==> src/rtl/aes_if_pkg.sv <==
// aes_if_pkg: shared command/state encodings and block geometry for the AES input interface
package aes_if_pkg;
  localparam int BLOCK_BYTES = 16;
  localparam int DIN_W = 8;
  localparam int BLOCK_W = BLOCK_BYTES * DIN_W;
  localparam int CNT_W = 5;
  typedef enum logic [1:0] {
    CMD_ID = 2'b00,
    CMD_SP = 2'b01,
    CMD_SK = 2'b10,
    CMD_ST = 2'b11
  } cmd_e;
  typedef enum logic [2:0] {
    S_IDLE,
    S_LOAD_P,
    S_LOAD_K,
    S_BUSY,
    S_HOLD
  } state_e;
endpackage

==> src/rtl/byte_block_loader.sv <==
// byte_block_loader: 128-bit byte shift buffer with a saturating byte counter
module byte_block_loader
  import aes_if_pkg::*;
(
  input  logic               clk,
  input  logic               rst,
  input  logic               en,
  input  logic               clr,
  input  logic [DIN_W-1:0]   din,
  output logic [BLOCK_W-1:0] data
);
  logic [CNT_W-1:0] cnt_q, cnt_d, base;
  logic [BLOCK_W-1:0] data_q, data_d;
  logic take;
  // clr restarts the burst before the current byte is counted; a full burst ignores further bytes
  always_comb begin
    base = clr ? '0 : cnt_q;
    take = en && (base < CNT_W'(BLOCK_BYTES));
    data_d = take ? {data_q[BLOCK_W-DIN_W-1:0], din} : data_q;
    cnt_d = take ? base + CNT_W'(1) : base;
  end
  // buffer and counter registers
  always_ff @(posedge clk) begin
    if (rst) begin
      cnt_q <= '0;
      data_q <= '0;
    end else begin
      cnt_q <= cnt_d;
      data_q <= data_d;
    end
  end
  assign data = data_q;
endmodule

==> src/rtl/input_interface.sv <==
// input_interface: byte-serial plaintext/key collector and start handshake for the AES engine
module input_interface
  import aes_if_pkg::*;
(
  input  logic               clk,
  input  logic               rst_,
  input  logic [DIN_W-1:0]   din,
  input  logic [1:0]         cmd,
  output logic               ready,
  input  logic               transformer_done,
  output logic               key_start,
  output logic [BLOCK_W-1:0] plain_out,
  output logic [BLOCK_W-1:0] key_out
);
  cmd_e c;
  state_e state_q, state_d;
  logic accept, start;
  logic key_start_q, key_start_d;
  logic [BLOCK_W-1:0] plain_q, plain_d, key_q, key_d, pbuf, kbuf;
  assign c = cmd_e'(cmd);
  // HOLD behaves as IDLE as soon as the held start command is released
  assign accept = (state_q inside {S_IDLE, S_LOAD_P, S_LOAD_K}) || (state_q == S_HOLD && c != CMD_ST);
  assign start = accept && c == CMD_ST;
  byte_block_loader u_pbuf (
    .clk (clk),
    .rst (rst_),
    .en  (accept && c == CMD_SP),
    .clr (!(state_q == S_LOAD_P && c == CMD_SP)),
    .din (din),
    .data(pbuf)
  );
  byte_block_loader u_kbuf (
    .clk (clk),
    .rst (rst_),
    .en  (accept && c == CMD_SK),
    .clr (!(state_q == S_LOAD_K && c == CMD_SK)),
    .din (din),
    .data(kbuf)
  );
  // state register
  always_ff @(posedge clk) begin
    if (rst_) state_q <= S_IDLE;
    else state_q <= state_d;
  end
  // next state; key_start_q marks the first BUSY cycle, where done is ignored
  always_comb begin
    state_d = state_q;
    if (accept) state_d = c == CMD_SP ? S_LOAD_P : c == CMD_SK ? S_LOAD_K : c == CMD_ST ? S_BUSY : S_IDLE;
    else if (state_q == S_BUSY && !key_start_q && transformer_done) state_d = S_HOLD;
  end
  // output next values: commit buffers and pulse key_start on an accepted start
  always_comb begin
    key_start_d = start;
    plain_d = start ? pbuf : plain_q;
    key_d = start ? kbuf : key_q;
  end
  // output registers
  always_ff @(posedge clk) begin
    if (rst_) begin
      key_start_q <= 1'b0;
      plain_q <= '0;
      key_q <= '0;
    end else begin
      key_start_q <= key_start_d;
      plain_q <= plain_d;
      key_q <= key_d;
    end
  end
  assign ready = state_q != S_BUSY;
  assign key_start = key_start_q;
  assign plain_out = plain_q;
  assign key_out = key_q;
endmodule

==> config.mk <==
export PLATFORM = sky130hd
export DESIGN_NAME = input_interface
export DESIGN_NICKNAME = d
export VERILOG_FILES = /design/src/rtl/aes_if_pkg.sv /design/src/rtl/byte_block_loader.sv /design/src/rtl/input_interface.sv
export SDC_FILE = /design/constraint.sdc
export NUM_CORES = 1
export LEC_CHECK = 0
export CAP_MARGIN = 0
export CORE_MARGIN = 2
export CORE_UTILIZATION = 55
export DETAILED_ROUTE_END_ITERATION = 10
export HOLD_SLACK_MARGIN = 0.12
export PLACE_DENSITY_LB_ADDON = 0.12
export SLEW_MARGIN = 20
export SYNTH_ARGS = -nofsm -noshare
export SYNTH_HDL_FRONTEND = slang
export SYNTH_HIERARCHICAL = 1
export SYNTH_SLANG_ARGS = --single-unit
==> constraint.sdc <==
create_clock -name clk -period 4.9 [get_ports clk]
set_clock_uncertainty 0.2 [all_clocks]
set_input_delay 0.49 -clock clk [delete_from_list [all_inputs] [get_ports clk]]
set_output_delay 0.49 -clock clk [all_outputs]
set_load 0.03 [all_outputs]
==> out/qor.yml, run 1 <==
yosys:
  synth_fp_nets: 2379
  synth_cell_types: 31
  synth_common_cells: "dfxtp_1, nand2b_1, o21ai_0"
  yosys.area.top_type: "dfxtp_1"
  yosysWarnings: 6
  synthArstFlopShare: 0
  yosysMostFrequentCell: "dfxtp_1"
  ys_ff_latch: 526
  syn_inst: 2364
  synth_ff_type: "dfxtp_1"
  synth_top_area_share: 0.463
  synthesis.area_um2: 22800
  synth_edf_count: 0
  synth.avg_cell_area_um2: 9.63
  ys_top_cells_by_area: "dfxtp_1, nand2b_1, mux2i_1"
  seq_area_frac_synth: 0.463
timing:
  maxSlewViolCount: 0
  setup_viol: 0
  fmax_ghz: 0.320
  finalCritPeriodShare: 0.639
  worstMarginPinSlew_ns: 0.997
  rsz0062_at_grt: "false"
  setup_ws_ns: 1.77
  fin_setup_tns_ns: 0
  hold_viol: 0
  max-slew-margin-rel: 0.335
  min_period_ns: 3.13
worst_setup_path:
  crit_path_cell_trace: "clkdlybuf4s50_1 > a211oi_1 > nor2_1 > nor3_2 > buf_4 > buf_4 > nand3b_4 > mux2_4"
  crit_path_top_delay_cell: "buf_4"
  worstSetupPathType: "input port to flip-flop"
  startpoint_type: "input port"
  crit_arrival_ns: 3.40
  cp_common_cell: "buf_4"
  crit_fanout: 80
  cp_data_required_time_ns: 5.17
  critPathLaunch: "cmd[1]"
  slowest_delay_ns: 0.75
  reg2reg_from: "state_q[0]$_SDFFE_PP0P_"
  crit_path_end_kind: "flip-flop"
global_routing:
  grt_pass1_wl_um: 83700
  grt_overflow_total: 0
  first_global_vias: 15716
  grt.total_usage: 0.230
  antenna_found_initial: 0
  grt_max_degree: 262
final_layout:
  drive_gt1_frac: 0.0511
  utilization: 0.661
  area_growth_pct: 18.5
  multi_input_area_um2: 10700
  diodes: 0
  fill_cells: 3303
  regArea_um2: 10500
  final_nets: 2494
  final_area_um2: 27000
place:
  dpl_cell_area_um2: 25000
  place_congestion: 0.820
  dp_hpwl_um: 31600
  pre_cts_ws_ns: 1.19
  port_buffers: 270
detailed_routing:
  routed_via_density: 5.43
  first_pass_iters: 5
  vias: 16609
  ant_nets: 0
  drc_errors: 0
  routed_wl_um: 51700
  drt-initial-drc-count: 1253
  route.detailed.wl_per_inst_um: 16.9
floorplanning:
  io_pins: 271
  die_h_um: 207
  coreArea_um2: 40800
  die_w_um: 207
  rows: 74
  die_area_um2: 43000
  initial_core_util: 0.557
clock_network:
  clockBufferDepth: 3
  path_clk_slew_ns: 0.06
  htreeDepth: 2
  clk_latency_ns: 0.59
  clockRootBuffer: "clkbuf_16"
  clock_sinks: 526
  postCtsSetupRepairBufs: 0
  cts_tree: "built"
  cts_buffers: 54
power_and_ir_drop:
  powerDensity_nw_per_um2: 337
  cellLeakagePower_nw: 8.61
  ir_drop_mv: 0.229
flow_run:
  maxCapViolCount: 0
worst_hold_path:
  min_path_type: "flip-flop to flip-flop"
  hp-start: "u_kbuf/data[127]$_SDFFE_PP0P_"
run_status:
  outcome: "finished clean"
## critical path, delay by kind of cell
family | cells | cell delay (ns)
AOI/OAI and AO/OA | 1 | 0.30
buffers and inverters | 3 | 1.77
muxes | 1 | 0.31
and+or+nand+nor | 3 | 0.47
## cell families (layout without fill, tap and decap cells)
kind of cell	after synthesis	count (layout)	share of synthesized area
and+or+nand+nor	806	806	0.237
AOI/OAI and AO/OA	532	532	0.119
adders and majority gates	2	2	0.00110
muxes	258	258	0.114
buffers and inverters	240	400	0.0672
DFF	526	526	0.463
## where the power goes
group | internal, mW | total [mW] | switching [mW]
logic | 0.157 | 0.391 | 0.234
registers | 4.29 | 4.30 | 0.0131
clock network | 2.69 | 4.39 | 1.69
## flip-flops by register name, summed over array words and instances, names as in the netlist
name          flops
u_kbuf/data     128
key_out         128
u_pbuf/cnt_q      5
plain_out       128
u_kbuf/cnt_q      5
key_start         1
state_q           3
u_pbuf/data     128
## placed cells by master, fill, tap and decap left out, types with 3 or more instances in the layout
cell,n
or3_1,4
nand3b_1,259
buf_12,14
buf_4,7
nand4_1,4
clkdlybuf4s50_1,269
mux2i_1,256
and2b_1,6
clkbuf_16,57
o21ai_0,262
nor2_1,5
nand2b_1,515
a21oi_1,260
clkinv_2,16
a41oi_1,3
nor2b_1,3
clkbuf_1,8
inv_1,3
dfxtp_1,526
a211oi_1,3
clkbuf_8,14
bufinv_16,7
## per-stage QoR
stage | hold slack (ns) | power (mW) | cells
5_1_grt | 0.291 | 9.37 | 3056
3_5_place_dp | 0.261 | 4.79 | 2953
3_3_place_gp | 0.258 | 4.78 | 2953
2_1_floorplan | 0.248 | 4.75 | 2364
4_1_cts | 0.274 | 9.17 | 3054
6_report | 0.270 | 9.08 | 3056
## worst paths after layout
check,to,slack (ns),cells after the start
setup / recovery,u_pbuf/cnt_q[2]$_SDFF_PP0_,1.77,8
hold / removal,key_out[127]$_SDFFE_PP0P_,0.27,2
setup reg to reg,u_pbuf/cnt_q[2]$_SDFF_PP0_,1.79,7
hold reg to reg,key_out[127]$_SDFFE_PP0P_,0.27,2
## layout make-up
cell class	count	area share
clock inverter	22	0.0107
sequential	526	0.390
tap	532	0.0247
clock buffer	79	0.0611
multi-input combinational	1598	0.398
timing repair buffer	294	0.115
inverter	5	0.000788
## layer usage
layer | global-route usage | part of all wire
met2 | 0.352 | 0.45
met1 | 0.327 | 0.47
met3 | 0.0513 | 0.059
met5 | 0 | 0
met4 | 0.0640 | 0.019
## repair_timing
| item | CTS | global route |
|---|---|---|
| gates resized for setup | 0 | 0 |
| hold buffers | 0 | 1 |
| endpoints found under the hold margin | 0 | 4 |
(Power assumes the default switching activity.)
==> inputs of run 2 (changes only) <==
Clock period 4.9 ns to 3.2 ns, I/O delays scaled along.
==> run 2 against run 1 <==
Compared with the run above:
- via count grew 0.75%
- wire length grew 0.62%
- core utilization grew 0.60 points
- die area is the same
- critical path depth shrank 6
- combinational power grew 58%
- cell area grew 0.91%
- worst hold slack lost 0.050 ns
- count of clock-buffer cells in the layout shrank 3
- power grew 55%
- critical path type is now flip-flop to primary output
==> out/qor.yml, run 2 (synthesis results as in run 1) <==
run_status:
  outcome: "finished clean"
global_routing:
  antenna_found_initial: 0
  first_global_vias: 15928
  grt_overflow_total: 0
  grt_max_degree: 149
  grt_pass1_wl_um: 83700
  grt.total_usage: 0.231
detailed_routing:
  first_pass_iters: 5
  route.detailed.wl_per_inst_um: 16.9
  drt-initial-drc-count: 1286
  routed_wl_um: 52000
  drc_errors: 0
  vias: 16733
  routed_via_density: 5.45
  ant_nets: 0
worst_setup_path:
  crit_arrival_ns: 1.86
  cp_data_required_time_ns: 2.68
  startpoint_type: "flip-flop"
  worstSetupPathType: "flip-flop to primary output"
  crit_fanout: 6
  crit_path_end_kind: "primary output"
  ff2ff_setup_slack_ns: 0.88
power_and_ir_drop:
  powerDensity_nw_per_um2: 518
  finalPower_mw: 14.1
  ir_drop_mv: 0.381
  cellLeakagePower_nw: 8.74
timing:
  max-slew-margin-rel: 0.569
  fin_setup_tns_ns: 0
  setup_viol: 0
  rsz0062_at_grt: "false"
  hold_viol: 0
  fmax_ghz: 0.421
  holdWs_ns: 0.220
  maxSlewViolCount: 0
  min_period_ns: 2.38
  finalCritPeriodShare: 0.742
  worstMarginPinSlew_ns: 0.647
final_layout:
  layout_common_cells: "dfxtp_1, nand2b_1, clkdlybuf4s50_1"
  final_area_um2: 27200
  final_nets: 2510
  final_common_cell: "dfxtp_1"
  drive_gt1_frac: 0.0594
  utilization: 0.667
  area_growth_pct: 19.6
  diodes: 0
clock_network:
  clock_sinks: 526
  clockBufferDepth: 3
  htreeDepth: 2
  clockRootBuffer: "clkbuf_16"
  path_clk_slew_ns: 0.06
  cts_tree: "built"
  clk_latency_ns: 0.58
  cts_buffers: 54
place:
  dp_hpwl_um: 31900
  dpl_cell_area_um2: 25200
  port_buffers: 270
  place_congestion: 0.752
floorplanning:
  initial_core_util: 0.557
  die_w_um: 207
  coreArea_um2: 40800
  io_pins: 271
  die_area_um2: 43000
  die_h_um: 207
  rows: 74
worst_hold_path:
  min_path_type: "input port to flip-flop"
flow_run:
  maxCapViolCount: 0
run 2: cell types whose count changed in the layout (fill, tap and decap cells not counted), sizes merged:
cell	change
bufinv	+1
clkinv	+1
clkbuf	-3
buf	+16
clkinvlp	+1
run 2: final timing paths:
kind	cells past startpoint	to	start
worst max register to register	8	u_pbuf/data[48]$_SDFFE_PP0P_	state_q[0]$_SDFFE_PP0P_
worst min-delay path	3	u_kbuf/data[4]$_SDFFE_PP0P_	din[4]
worst max-delay path	2	ready	state_q[2]$_SDFFE_PP0P_
worst min register to register	2	plain_out[116]$_SDFFE_PP0P_	plain_out[116]$_SDFFE_PP0P_
run 2: timing repair:
item,4_1_cts,5_1_grt
buffers inserted,0,0
gates resized for setup,0,0
hold buffers,1,0
hold endpoints to repair,41,0
run 2: per-stage QoR:
stage               instances  setup WS [ns]
floorplan                2364           1.19
CTS                      3072          0.801
global route             3072          0.678
detailed placement       2970          0.421
finish                   3072          0.824
global placement         2970          0.537
run 2: power by group:
group / total (mW) / internal (mW) / switching (mW)
clock: 6.89 / 4.26 / 2.62
combinational: 0.616 / 0.253 / 0.363
sequential: 6.59 / 6.57 / 0.0196
total: 14.1 / 11.1 / 3.01
run 2: area by class of cell:
type | instances | area [µm²]
Tap cell | 532 | 666
Fill cell | 3316 | 13600
Clock buffer | 76 | 1670
Sequential cell | 526 | 10500
Multi-Input combinational cell | 1598 | 10700
Inverter | 5 | 21.3
Timing Repair Buffer | 310 | 3270
Clock inverter | 25 | 330
run 2: worst max-delay path: stages, from the launching register on:
cell and delay, ns:
dfxtp_1 0.45, nand3b_1 0.15, clkdlybuf4s50_1 0.67
run 2: layer usage:
metal | global-route usage | vias to the layer above | share of wire
li1 | - | 8320 | -
met2 | 0.349 | 382 | 0.44
met5 | 0 | - | 0
met3 | 0.0508 | 70 | 0.059
met1 | 0.330 | 7961 | 0.47
met4 | 0.0722 | 0 | 0.024
==> inputs of run 3 (changes only) <==
Clock period 3.2 ns to 2.35 ns, I/O delays scaled along.
==> run 3 against run 2 <==
Compared with the run above:
- first-iteration DRC count shrank 21%
- cell area grew 2.6%
- clock power grew 35%
- die area is the same
- setup slack lost 0.67 ns
- power grew 36%
- flip-flop and latch count is the same
- worst hold slack gained 0.0073 ns
- global-route usage grew 0.25 points
- critical endpoint is now u_kbuf/data[72]$_SDFFE_PP0P_
- largest power group unchanged
==> out/qor.yml, run 3 (synthesis results as in run 1) <==
run_status:
  outcome: "finished clean"
power_and_ir_drop:
  ir_drop_mv: 0.542
  cellLeakagePower_nw: 9.09
  powerDensity_nw_per_um2: 687
clock_network:
  htreeDepth: 2
  path_clk_slew_ns: 0.06
  clock_sinks: 526
  clockRootBuffer: "clkbuf_16"
  clockBufferDepth: 3
  clk_latency_ns: 0.60
  cts_tree: "built"
  postCtsSetupRepairBufs: 0
  cts_buffers: 54
detailed_routing:
  drt-initial-drc-count: 1011
  vias: 17027
  route.detailed.wl_per_inst_um: 16.8
  ant_nets: 0
  routed_wl_um: 52500
  first_pass_iters: 5
  drc_errors: 0
  routed_via_density: 5.44
final_layout:
  diodes: 0
  area_growth_pct: 22.7
  instances_no_fill: 3132
  final_common_cell: "dfxtp_1"
  layout_common_cells: "dfxtp_1, nand2b_1, clkdlybuf4s50_1"
  final_nets: 2574
  drive_gt1_frac: 0.0750
worst_setup_path:
  worstSetupPathType: "flip-flop to flip-flop"
  crit_arrival_ns: 2.46
  critPathLaunch: "state_q[1]$_SDFFE_PP0P_"
  ff2ff_setup_slack_ns: 0.16
  cp_data_required_time_ns: 2.62
  crit_path_end_kind: "flip-flop"
  startpoint_type: "flip-flop"
  reg2reg_to: "u_kbuf/data[72]$_SDFFE_PP0P_"
  cp-endpoint: "u_kbuf/data[72]$_SDFFE_PP0P_"
  crit_fanout: 98
  reg2reg_from: "state_q[1]$_SDFFE_PP0P_"
  r2r_cells: 8
place:
  place_congestion: 0.787
  dp_hpwl_um: 34200
  place_inst: 3026
  port_buffers: 270
timing:
  finalCritPeriodShare: 0.933
  max-slew-margin-rel: 0.671
  rsz0062_at_grt: "false"
  fin_setup_tns_ns: 0
  hold_viol: 0
  maxSlewViolCount: 0
  fmax_ghz: 0.456
  min_period_ns: 2.19
  worstMarginPinSlew_ns: 0.491
  setup_viol: 0
global_routing:
  grt.total_usage: 0.234
  antenna_found_initial: 0
  grt_overflow_total: 0
  first_global_vias: 16291
  grt_pass1_wl_um: 85000
  grt_max_degree: 118
floorplanning:
  coreArea_um2: 40800
  die_h_um: 207
  die_area_um2: 43000
  die_w_um: 207
  initial_core_util: 0.557
  rows: 74
  io_pins: 271
flow_run:
  maxCapViolCount: 0
worst_hold_path:
  min_path_type: "input port to flip-flop"
-- run 3: changes by cell type in the layout (fill, tap and decap cells not counted), sizes merged --
cell / previous run / this run
buf: 40 / 96
clkinv: 17 / 8
dlygate4sd3: 1 / 9
clkbuf: 76 / 80
bufinv: 8 / 9
clkdlybuf4s50: 269 / 268
clkinvlp: 2 / 1
dlygate4sd2: 0 / 1
inv: 3 / 4
-- run 3: cell type report --
type / instances / area, µm²
fillers: 3230 / 12900
multi-input cells: 1598 / 10700
flip-flops and latches: 526 / 10500
repair buffers: 374 / 4030
clock buffers: 80 / 1620
well taps: 532 / 666
clock inverters: 17 / 317
inverters: 5 / 21.3
-- run 3: how the worst min path moves through the flow --
stage | startpoint | end | slack, ns | depth (start not counted)
final | transformer_done | state_q[2]$_SDFFE_PP0P_ | 0.23 | 3
after global routing | transformer_done | state_q[2]$_SDFFE_PP0P_ | 0.24 | 3
after CTS | transformer_done | state_q[2]$_SDFFE_PP0P_ | 0.20 | 3
after detailed placement | key_out[6]$_SDFFE_PP0P_ | key_out[6]$_SDFFE_PP0P_ | 0.26 | 2
after global placement | plain_out[67]$_SDFFE_PP0P_ | plain_out[67]$_SDFFE_PP0P_ | 0.26 | 2
after floorplan | din[0] | u_kbuf/data[0]$_SDFFE_PP0P_ | 0.20 | 2
-- run 3: worst max-delay path: stages, from the launching register on --
cell      delay [ns]
dfxtp_1         0.39
a211oi_2        0.25
nor2_2          0.11
nor3_2          0.17
buf_4           0.17
clkinv_2        0.10
buf_16          0.22
o21ai_0         0.28
a21oi_1         0.10
-- run 3: repair_timing --
item | CTS | global route
endpoints found under the hold margin | 212 | 0
pin swaps | 0 | 0
endpoints found under the setup margin | 1 | 22
hold buffers | 9 | 0
cloned | 0 | 0
gates resized for setup | 1 | 3
-- run 3: power by group --
group          leakage, nW  switching, mW  total (mW)  internal, mW
Combinational         3.90          0.512       0.932         0.420
Clock                0.951           3.53        9.27          5.74
Sequential            4.24         0.0247        8.97          8.95
-- run 3: per-layer routing --
metal	part of all wire	global-route usage	up-vias
met1	0.47	0.328	8142
li1	-	-	8444
met5	0	0	-
met3	0.056	0.0498	62
met2	0.45	0.365	379
met4	0.018	0.0648	0
-- run 3: stage by stage --
step / area, µm² / hold slack [ns] / power, mW / util / worst slack, ns
after floorplan: 22800 / 0.197 / 9.90 / - / 0.336
after global placement: 25900 / 0.258 / 10.1 / 0.634 / -0.119
after detailed placement: 25900 / 0.260 / 10.1 / 0.634 / -0.256
after CTS: 27900 / 0.199 / 19.3 / 0.684 / 0.0643
after global routing: 27900 / 0.241 / 19.8 / 0.684 / 0.0188
final: 27900 / 0.227 / 19.2 / 0.684 / 0.158
